--- src/rtl/uart_pkg.sv ---
// uart_pkg: shared constants, state type and helpers for the UART TX path.
//
// Contents:
//   UART_CLOCKS_PER_PULSE  default clock cycles per UART bit
//   UART_BITS_PER_WORD     default data bits per packet
//   UART_PACKET_SIZE       default total bits per packet (start + data + stop/pad)
//   tx_state_e             frame-level FSM states {IDLE, SEND}
//   even_parity()          XOR reduction of a (zero-extended) word
//
// Optional feature macro used by the TX path: UART_TX_PARITY_EN.
package uart_pkg;

    localparam int unsigned UART_CLOCKS_PER_PULSE = 16;
    localparam int unsigned UART_BITS_PER_WORD    = 8;
    localparam int unsigned UART_PACKET_SIZE      = UART_BITS_PER_WORD + 5;

    // Upper bound on word width accepted by even_parity(); callers zero-extend.
    localparam int unsigned UART_MAX_WORD_BITS = 64;

    typedef enum logic [0:0] {
        IDLE,
        SEND
    } tx_state_e;

    // Even parity: 1 when the word holds an odd number of ones.
    function automatic logic even_parity(input logic [UART_MAX_WORD_BITS-1:0] word);
        return ^word;
    endfunction

endpackage

--- src/rtl/uart_tx_word.sv ---
// uart_tx_word: serializes one word as a fixed-length UART packet.
//
// A start pulse loads the word and restarts the clock and bit counters; the
// packet begins on the following cycle. Bit 0 is the start bit (0), bits
// 1..BITS_PER_WORD carry the data LSB first, and the remaining bits are 1.
// With UART_TX_PARITY_EN defined, bit BITS_PER_WORD+1 carries even parity.
// A start pulse in the same cycle as done chains the next packet with no gap.
//
// Ports:
//   clk     clock
//   rst     asynchronous reset, active-high
//   start   load word and begin a packet on the next cycle
//   word    data word, sampled when start is high
//   active  a packet is being serialized
//   tx_bit  unregistered line value for the current bit (1 when inactive)
//   done    high on the final cycle of the last bit of the packet
module uart_tx_word
    import uart_pkg::*;
#(
    parameter int unsigned CLOCKS_PER_PULSE = UART_CLOCKS_PER_PULSE,
    parameter int unsigned BITS_PER_WORD    = UART_BITS_PER_WORD,
    parameter int unsigned PACKET_SIZE      = UART_PACKET_SIZE
) (
    input  logic                     clk,
    input  logic                     rst,
    input  logic                     start,
    input  logic [BITS_PER_WORD-1:0] word,
    output logic                     active,
    output logic                     tx_bit,
    output logic                     done
);

    localparam int unsigned CW = (CLOCKS_PER_PULSE > 1) ? $clog2(CLOCKS_PER_PULSE) : 1;
    localparam int unsigned BW = $clog2(PACKET_SIZE);

    localparam logic [CW-1:0] CLK_LAST  = CW'(CLOCKS_PER_PULSE - 1);
    localparam logic [BW-1:0] BIT_LAST  = BW'(PACKET_SIZE - 1);
    localparam logic [BW-1:0] DATA_LAST = BW'(BITS_PER_WORD);

    if (PACKET_SIZE < BITS_PER_WORD + 2) begin : g_bad_packet_size
        $error("uart_tx_word: PACKET_SIZE must be at least BITS_PER_WORD+2");
    end

    if (BITS_PER_WORD > UART_MAX_WORD_BITS) begin : g_bad_word_width
        $error("uart_tx_word: BITS_PER_WORD exceeds UART_MAX_WORD_BITS");
    end

`ifdef UART_TX_PARITY_EN
    localparam logic [BW-1:0] PAR_IDX = BW'(BITS_PER_WORD + 1);

    if (PACKET_SIZE < BITS_PER_WORD + 3) begin : g_bad_parity_size
        $error("uart_tx_word: parity needs PACKET_SIZE of at least BITS_PER_WORD+3");
    end
`endif

    logic                     active_q, active_d;
    logic [CW-1:0]            clk_cnt_q, clk_cnt_d;
    logic [BW-1:0]            bit_cnt_q, bit_cnt_d;
    logic [BITS_PER_WORD-1:0] shift_q, shift_d;
    logic                     clk_wrap;
    logic                     bit_wrap;
`ifdef UART_TX_PARITY_EN
    logic                     par_q, par_d;
`endif

    assign clk_wrap = (clk_cnt_q == CLK_LAST);
    assign bit_wrap = (bit_cnt_q == BIT_LAST);

    always_ff @(posedge clk or posedge rst) begin
        if (rst) begin
            active_q  <= 1'b0;
            clk_cnt_q <= '0;
            bit_cnt_q <= '0;
            shift_q   <= '0;
`ifdef UART_TX_PARITY_EN
            par_q     <= 1'b0;
`endif
        end else begin
            active_q  <= active_d;
            clk_cnt_q <= clk_cnt_d;
            bit_cnt_q <= bit_cnt_d;
            shift_q   <= shift_d;
`ifdef UART_TX_PARITY_EN
            par_q     <= par_d;
`endif
        end
    end

    always_comb begin
        active_d  = active_q;
        clk_cnt_d = clk_cnt_q;
        bit_cnt_d = bit_cnt_q;
        shift_d   = shift_q;
`ifdef UART_TX_PARITY_EN
        par_d     = par_q;
`endif
        if (start) begin
            active_d  = 1'b1;
            clk_cnt_d = '0;
            bit_cnt_d = '0;
            shift_d   = word;
`ifdef UART_TX_PARITY_EN
            par_d     = even_parity(UART_MAX_WORD_BITS'(word));
`endif
        end else if (active_q) begin
            if (clk_wrap) begin
                clk_cnt_d = '0;
                if (bit_wrap) begin
                    active_d  = 1'b0;
                    bit_cnt_d = '0;
                end else begin
                    bit_cnt_d = bit_cnt_q + 1'b1;
                end
                // The data bit on the line is always shift_q[0]; advance only
                // when a data bit finishes so the start bit leaves it intact.
                if (bit_cnt_q != '0 && bit_cnt_q <= DATA_LAST) begin
                    shift_d = shift_q >> 1;
                end
            end else begin
                clk_cnt_d = clk_cnt_q + 1'b1;
            end
        end
    end

    always_comb begin
        tx_bit = 1'b1;
        if (active_q) begin
            if (bit_cnt_q == '0) begin
                tx_bit = 1'b0;
            end else if (bit_cnt_q <= DATA_LAST) begin
                tx_bit = shift_q[0];
            end
`ifdef UART_TX_PARITY_EN
            else if (bit_cnt_q == PAR_IDX) begin
                tx_bit = par_q;
            end
`endif
        end
    end

    assign active = active_q;
    assign done   = active_q && clk_wrap && bit_wrap;

endmodule

--- src/rtl/uart_tx_bus.sv ---
// uart_tx_bus: UART transmitter for the MVM output path.
//
// Accepts one W_BUS-bit frame per valid/ready handshake, splits it into
// BITS_PER_WORD-bit words (least-significant word first) and sends each word
// as a PACKET_SIZE-bit UART packet on tx. Packets within a frame are
// back-to-back; frames are separated by at least one idle-high cycle.
// Optional even parity bit when UART_TX_PARITY_EN is defined (see uart_tx_word).
//
// Ports:
//   clk      clock
//   rst      asynchronous reset, active-high; abandons any in-flight frame
//   s_valid  frame available on s_data
//   s_ready  block can accept a frame (high only in IDLE)
//   s_data   frame; word i = s_data[i*BITS_PER_WORD +: BITS_PER_WORD]
//   tx       registered serial line, idle-high
//   busy     frame transmission in progress
module uart_tx_bus
    import uart_pkg::*;
#(
    parameter int unsigned CLOCKS_PER_PULSE = UART_CLOCKS_PER_PULSE,
    parameter int unsigned BITS_PER_WORD    = UART_BITS_PER_WORD,
    parameter int unsigned PACKET_SIZE      = BITS_PER_WORD + 5,
    parameter int unsigned W_BUS            = 16
) (
    input  logic             clk,
    input  logic             rst,
    input  logic             s_valid,
    output logic             s_ready,
    input  logic [W_BUS-1:0] s_data,
    output logic             tx,
    output logic             busy
);

    localparam int unsigned N_WORDS = W_BUS / BITS_PER_WORD;
    localparam int unsigned WW      = $clog2(N_WORDS) + 1;

    localparam logic [WW-1:0] WORD_LAST = WW'(N_WORDS - 1);

    if (W_BUS % BITS_PER_WORD != 0 || N_WORDS == 0) begin : g_bad_bus_width
        $error("uart_tx_bus: W_BUS must be a non-zero multiple of BITS_PER_WORD");
    end

    tx_state_e                state_q, state_d;
    logic [W_BUS-1:0]         frame_q, frame_d;
    logic [WW-1:0]            word_q, word_d;
    logic [WW-1:0]            word_sel;
    logic                     tx_q;
    logic                     accept;
    logic                     last_word;
    logic                     word_start;
    logic [BITS_PER_WORD-1:0] word_in;
    logic                     word_active;
    logic                     word_bit;
    logic                     word_done;

    assign accept    = s_valid && (state_q == IDLE);
    assign last_word = (word_q == WORD_LAST);
    // Clamp so the part-select below never reaches past the frame register.
    assign word_sel  = last_word ? word_q : word_q + 1'b1;

    // FSM: state register
    always_ff @(posedge clk or posedge rst) begin
        if (rst) begin
            state_q <= IDLE;
        end else begin
            state_q <= state_d;
        end
    end

    // FSM: next state
    always_comb begin
        state_d = state_q;
        unique case (state_q)
            IDLE: if (accept) state_d = SEND;
            SEND: if (word_done && last_word) state_d = IDLE;
            default: state_d = IDLE;
        endcase
    end

    // FSM: outputs
    always_comb begin
        s_ready = 1'b0;
        busy    = 1'b0;
        unique case (state_q)
            IDLE: s_ready = 1'b1;
            SEND: busy    = 1'b1;
            default: s_ready = 1'b0;
        endcase
    end

    // Frame register, word counter and word-serializer start control. The
    // first word comes straight from s_data so its packet starts one cycle
    // after the accepting edge; later words come from the latched frame.
    always_comb begin
        frame_d    = frame_q;
        word_d     = word_q;
        word_start = 1'b0;
        word_in    = frame_q[word_sel*BITS_PER_WORD +: BITS_PER_WORD];
        if (accept) begin
            frame_d    = s_data;
            word_d     = '0;
            word_start = 1'b1;
            word_in    = s_data[BITS_PER_WORD-1:0];
        end else if (state_q == SEND && word_done && !last_word) begin
            word_d     = word_q + 1'b1;
            word_start = 1'b1;
        end
    end

    always_ff @(posedge clk or posedge rst) begin
        if (rst) begin
            frame_q <= '0;
            word_q  <= '0;
            tx_q    <= 1'b1;
        end else begin
            frame_q <= frame_d;
            word_q  <= word_d;
            tx_q    <= word_bit;
        end
    end

    uart_tx_word #(
        .CLOCKS_PER_PULSE(CLOCKS_PER_PULSE),
        .BITS_PER_WORD   (BITS_PER_WORD),
        .PACKET_SIZE     (PACKET_SIZE)
    ) u_word (
        .clk   (clk),
        .rst   (rst),
        .start (word_start),
        .word  (word_in),
        .active(word_active),
        .tx_bit(word_bit),
        .done  (word_done)
    );

    assign tx = tx_q;

    // word_active is implied by state_q == SEND; kept as a port for observability.
    logic unused_active;
    assign unused_active = word_active;

endmodule
--- config.mk ---
export PLATFORM = sky130hd
export DESIGN_NAME = uart_tx_bus
export DESIGN_NICKNAME = d
export VERILOG_FILES = /design/src/rtl/uart_pkg.sv /design/src/rtl/uart_tx_word.sv /design/src/rtl/uart_tx_bus.sv
export SDC_FILE = /design/constraint.sdc
export NUM_CORES = 1
export LEC_CHECK = 0
export CORE_MARGIN = 4
export CORE_UTILIZATION = 59
export CTS_CLUSTER_DIAMETER = 50
export CTS_CLUSTER_SIZE = 24
export DETAILED_ROUTE_END_ITERATION = 12
export PLACE_DENSITY = 0.86
export SLEW_MARGIN = 20
export SYNTH_ARGS = -nofsm -noshare
export SYNTH_HDL_FRONTEND = slang
export SYNTH_SLANG_ARGS = --single-unit
export TNS_END_PERCENT = 100
--- constraint.sdc ---
create_clock -name clk -period 3.23 [get_ports clk]
set_input_delay 0.323 -clock clk [delete_from_list [all_inputs] [get_ports clk]]
set_output_delay 0.323 -clock clk [all_outputs]
set_load 0.01 [all_outputs]
# Word level (Yosys, flattened, before mapping)
# Index checks and enable logic that the tools add are counted.
[classes]
shifts = 1
mul = 0
addsub = 3
n_mux = 29
eq_ne = 3
bitwise = 1
reduce_logical = 16
magnitude_cmp = 1
div_mod_pow = 0
[ops]
columns = ["op", "n"]
rows = [
  ["8-bit 2-to-1 mux", 5],
  ["4-bit 2-to-1 mux", 7],
  ["16-bit by 6-bit variable part select with 8-bit output", 1],
  ["1-bit 2-to-1 mux", 13],
  ["4-bit by 1-bit adder with 4-bit output, second input constant", 2],
  ["4-bit == test, second input constant", 2],
  ["2-bit nonzero test", 4],
  ["1-bit logical AND", 7],
  ["2-bit 2-to-1 mux", 3],
  ["4-bit <= comparator, second input constant", 1],
  ["4-bit logical NOT", 1],
  ["4-bit nonzero test", 1],
  ["3-bit AND reduction", 1],
  ["2-bit by 1-bit adder with 2-bit output, second input constant", 1],
  ["2-bit by 1-bit == test with 1-bit output, second input constant", 1],
  ["1-bit one-hot mux with 2 select lines", 1],
  ["2-bit AND reduction", 1],
  ["1-bit logical NOT", 1],
  ["1-bit inverter", 1],
]
[word_totals]
inputBits = 19
regBits = 37
n_memories = 0
output_inout_bits = 3
latch_bits = 0
wordCells = 62
mem_bits_ro = 0
mem_bits_rw = 0

# Logic depth before layout (Yosys ltp)
[depth]
depth_word = 9
depth_mapped = 8
mapped_depth_nobuf = 7

# By module
# A second synthesis with hierarchy kept.
[hier_totals]
cells_unflattened = 210
area_unflattened_um2 = 1960.6
[by_module_without_submodules]
columns = ["mod", "area_each_um2", "n_inst", "cells_per_inst", "seq_area_each_um2"]
rows = [
  ["uart_tx_bus", 988.4, 1, 106, 501.7],
  ["uart_tx_word", 972.2, 1, 104, 425.4],
]

# Worst setup path after synthesis
# Ideal clock, no wire load.
[synth_timing]
path_kind = "reg-to-reg"
startpoint = "reg u_word.clk_cnt_q[0]"
endpoint = "reg u_word.shift_q[1]"
setup_slack_ns = 1.305
path_stages_with_launch = 9
n_path_buf = 2
setup_time_ns = 0.125
synth_period_minus_slack_ns = 1.925
arrival_ns = 1.800
t_required_ns = 3.105
cell_sequence = "dfrtp_1 > ha_1 > and4_1 > buf_4 > and3_1 > buf_6 > nor2_4 > a221o_1 > mux2_2"
[synth_via]
elab_chain_len = 9
word_cells_on_any_way = 12
classes_between = "eq/ne: 1; mux: 3; reduce/logical: 8"
[synth_rtl]
columns = ["item", "line", "text"]
rows = [
  ["from (decl)", "uart_tx_word.sv:57", "logic [CW-1:0] clk_cnt_q, clk_cnt_d;"],
  ["from (signal assigned)", "uart_tx_word.sv:80", "clk_cnt_q <= clk_cnt_d;"],
  ["4-bit == test (*)", "uart_tx_word.sv:66", "assign clk_wrap = (clk_cnt_q == CLK_LAST);"],
  ["1-bit logical AND (2 in a row)", "uart_tx_word.sv:142", "assign done = active_q && clk_wrap && bit_wrap;"],
  ["1-bit logical AND (2 in a row)", "uart_tx_bus.sv:104", "end else if (state_q == SEND && word_done && !last_word) begin"],
  ["1-bit 2-to-1 mux", "uart_tx_bus.sv:104", ""],
  ["1-bit 2-to-1 mux", "uart_tx_bus.sv:99", "if (accept) begin"],
  ["2-bit nonzero test (no line)", "n/a", ""],
  ["3-bit AND reduction (no line)", "n/a", ""],
  ["to (signal assigned)", "uart_tx_word.sv:82", "shift_q <= shift_d;"],
  ["to (decl)", "uart_tx_word.sv:59", "logic [BITS_PER_WORD-1:0] shift_q, shift_d;"],
]
# Every way passes the cells marked *; elsewhere a longest branch is shown, timed or not.
# A chain may end at the register's enable or synchronous reset.

# Worst setup path in the final report
[layout_timing]
startpoint = "reg u_word.clk_cnt_q[0]"
endpoint = "reg u_word.shift_q[4]"
# Same word-level chain as after synthesis.

==> flow_summary_export.csv <==
group,metric,value,unit
outcome,outcome,"finished clean",
detailed_routing,dr_total_vias,1388,
yosys,ys_dominant_reg_cell,"sky130_fd_sc_hd__dfrtp_1",
setup_path,start_kind,"flip-flop",
min_path,timing.hold.worst.class,"in2async",
timing,final_hold_vios,0,
yosys,synth-edff-count,0,
setup_path,worst-setup-path-type,"reg2reg",
layout,insertedDiodeCount,0,
setup_path,crit_path_end_kind,"flip-flop",
clock_tree,cts_max_level,2,
layout,nNetsFinal,233,
clock_tree,cts_hold_repair.buffers,0,
clock_tree,cts.repair_timing.setup_buffer_count,0,
floorplan,dieArea,4110,um2
setup_path,critical_path.max_fanout,9,
layout,area_growth,15.1,%
place,post-dp-hpwl,2660,um
clock_tree,tritoncts,"yes",
timing,slew_violations,0,
detailed_routing,post-route-drc-count,0,
layout,fillCellCount,224,
clock_tree,clock_latency,0.34,ns
clock_tree,cts_inserted_buffers,5,
timing,setup_tns,0,ns
yosys,area_of_the_mapped_netlist,1860,um2
place,finalWeightedCongestion,0.925,
timing,max_freq,434,MHz
timing,setup_viol_count_final,0,
timing,grt_setup_unrepaired,"no",
yosys,syn-instance-count,186,
global_routing,grt_overflow_total,0,
setup_path,worstPathArrival,2.55,ns
detailed_routing,drt_first_pass_iters,4,
detailed_routing,drt_iter0_markers,154,
clock_tree,cts-resized-gates,0,
yosys,ys.warnings.count,0,
yosys,synth_top_area_cell,"sky130_fd_sc_hd__dfrtp_1",
detailed_routing,average_routed_wire_per_standard_cell,14.2,um
yosys,synth-seq-area-share,50.0,%
yosys,synth_area_per_cell,9.98,um2
yosys,synth_async_sr_flop_share,100,%
yosys,mappedNetlistNets,211,
timing,finalHoldWorstSlack,0.358,ns
power_and_ir_drop,pwr_density_cell,826,nW/um2
layout,register_area,927,um2
global_routing,grt_antenna_before_repair,0,
yosys,post_synth_num_cell_types,36,
yosys,synth_area_leaders,"sky130_fd_sc_hd__dfrtp_1, sky130_fd_sc_hd__mux2_2, sky130_fd_sc_hd__nand2_1, sky130_fd_sc_hd__ha_1, sky130_fd_sc_hd__a221o_1",
global_routing,grt_max_degree,38,
floorplan,top_level_ports,22,
timing,finalCriticalPeriod,2.31,ns
run,max_cap_viol_count,0,
timing,slew_headroom,54.9,%
global_routing,grt_pass1_vias,1389,
layout,area_occupied_by_multi_input_gates,852,um2
place,port_buffers,21,
clock_tree,clock_tree.root_cell,"sky130_fd_sc_hd__clkbuf_4",
timing,tightest_slew,0.674,ns
clock_tree,clock-sinks,37,
power_and_ir_drop,cellLeakagePower,1.06,nW
floorplan,die-height,64.1,um
global_routing,grt.total_usage,19.4,%
yosys,fraction_of_post_synthesis_cell_area_in_the_top_cell_type_by_area,48.6,%
layout,drive_gt1_share,12.1,%
yosys,ys_seq_elements,37,
detailed_routing,antenna_left,0,
detailed_routing,drt_wl_total,3570,um
clock_tree,clk_pin_slew_worst_paths,0.11,ns
floorplan,initial_cell_density_of_the_core,61.3,%
floorplan,dieWidth,64.1,um
global_routing,grt_pass1_wl,6180,um
timing,post-route-period-util,71.4,%
setup_path,crit_required,3.47,ns
floorplan,floorplan.core_area,3030,um2
power_and_ir_drop,vdd.ir_drop.worst,0.449,mV
detailed_routing,viasPerCell,5.53,
floorplan,placement_rows,20,
timing,timing.clock.skew,0.0121,ns
clock_tree,clock_tree.buffer_depth,2,
## cells in the final DEF (no fill, tap or decap), drive strengths merged
master,instances
a21oi,5
and3,5
clkbuf,5
nand2b,2
nor3b,1
dfstp,1
o21ai,8
inv,7
a221o,7
and2,6
a21o,6
nand3,5
and4,1
nand2,39
a311oi,1
clkinv,1
mux2i,3
buf,3
a211oi,2
xor2,1
a21boi,1
ha,6
o32ai,1
nand3b,1
mux2,13
xnor2,1
nor2,13
nand4,1
nor3,1
dfrtp,36
or2,1
nor2b,2
clkdlybuf4s50,21
## path summary, 6_finish.rpt
kind	start	to	slack, ns	cells past startpoint
max	u_word.clk_cnt_q[0]	u_word.shift_q[4]	0.92	6
min	rst	u_word.clk_cnt_q[3]	0.36	3
max reg2reg	u_word.clk_cnt_q[0]	u_word.shift_q[4]	0.92	6
min reg2reg	frame_q[9]	frame_q[9]	0.48	2
max in group asynchronous	rst	tx	2.50	3
min in group clk	frame_q[9]	frame_q[9]	0.48	2
## synth_stat cells, types with 3 or more instances
library cell and n:
sky130_fd_sc_hd__mux2i_1 3, sky130_fd_sc_hd__ha_1 6, sky130_fd_sc_hd__o21ai_0 6, sky130_fd_sc_hd__mux2_2 13
sky130_fd_sc_hd__nor2_1 12, sky130_fd_sc_hd__a21oi_1 5, sky130_fd_sc_hd__and3_1 5, sky130_fd_sc_hd__a221o_1 7
sky130_fd_sc_hd__nand3_1 5, sky130_fd_sc_hd__a21o_1 6, sky130_fd_sc_hd__clkbuf_1 4, sky130_fd_sc_hd__dfrtp_1 36
sky130_fd_sc_hd__nand2_1 39, sky130_fd_sc_hd__and2_1 6, sky130_fd_sc_hd__inv_1 7
## stage by stage
step	instances	area, um2	worst slack (ns)	power, W	utilization [%]
floorplan	186	1860	1.30	0.00135	-
finish	251	2140	0.925	0.00176	70.5
global placement	245	2090	0.982	0.00149	69.1
detailed placement	245	2090	0.936	0.00155	69.1
CTS	251	2140	0.939	0.00177	70.5
global route	251	2140	0.777	0.00191	70.5
## critical path, stage by stage, from the launching register on
cell	delay, ns
sky130_fd_sc_hd__dfrtp_1	0.44
sky130_fd_sc_hd__ha_1	0.25
sky130_fd_sc_hd__and4_1	0.37
sky130_fd_sc_hd__and3_1	0.39
sky130_fd_sc_hd__nor2_4	0.10
sky130_fd_sc_hd__a221o_1	0.38
sky130_fd_sc_hd__mux2_2	0.27
## metal layers
layer / routed length, um / track usage (%) / vias to the layer above / share of wire (%)
met5: 0 / 0 / - / 0
met4: 26 / 4.58 / 0 / 0.73
met3: 172 / 6.33 / 3 / 4.8
met2: 1800 / 34.1 / 32 / 50
met1: 1570 / 22.9 / 673 / 44
li1: - / - / 680 / -
## where the power goes
group | leakage [nW] | internal (W) | switching (W)
registers | 0.457 | 0.000680 | 0.000169
clock network | 0.0269 | 0.0000756 | 0.000146
logic | 0.574 | 0.000361 | 0.000333
total | 1.06 | 0.00112 | 0.000649
## cell families (layout without fill, tap and decap cells)
logic type,Yosys count,count (layout),synth area share [%]
xor+xnor,2,2,0.944
fa+ha+maj,6,6,4.05
simple gates,78,78,19.6
mux,16,16,9.51
flops,37,37,50.0
compound gates,31,31,11.9
buf+inv,16,37,4.11
## state kept, by name (all words and copies together), names as in the netlist
register,flops
word_q,2
u_word.shift_q,8
u_word.clk_cnt_q,4
state_q,1
tx,1
u_word.bit_cnt_q,4
frame_q,16
u_word.active,1
## area by class of cell
cell class,count,area share (%)
Clock buffer,5,1.76
Timing Repair Buffer,24,10.9
Sequential cell,37,43.4
Tap cell,44,2.58
Inverter,7,1.23
Clock inverter,1,0.234
Multi-Input combinational cell,133,39.9
No activity file was read; power rests on OpenSTA's default activity.
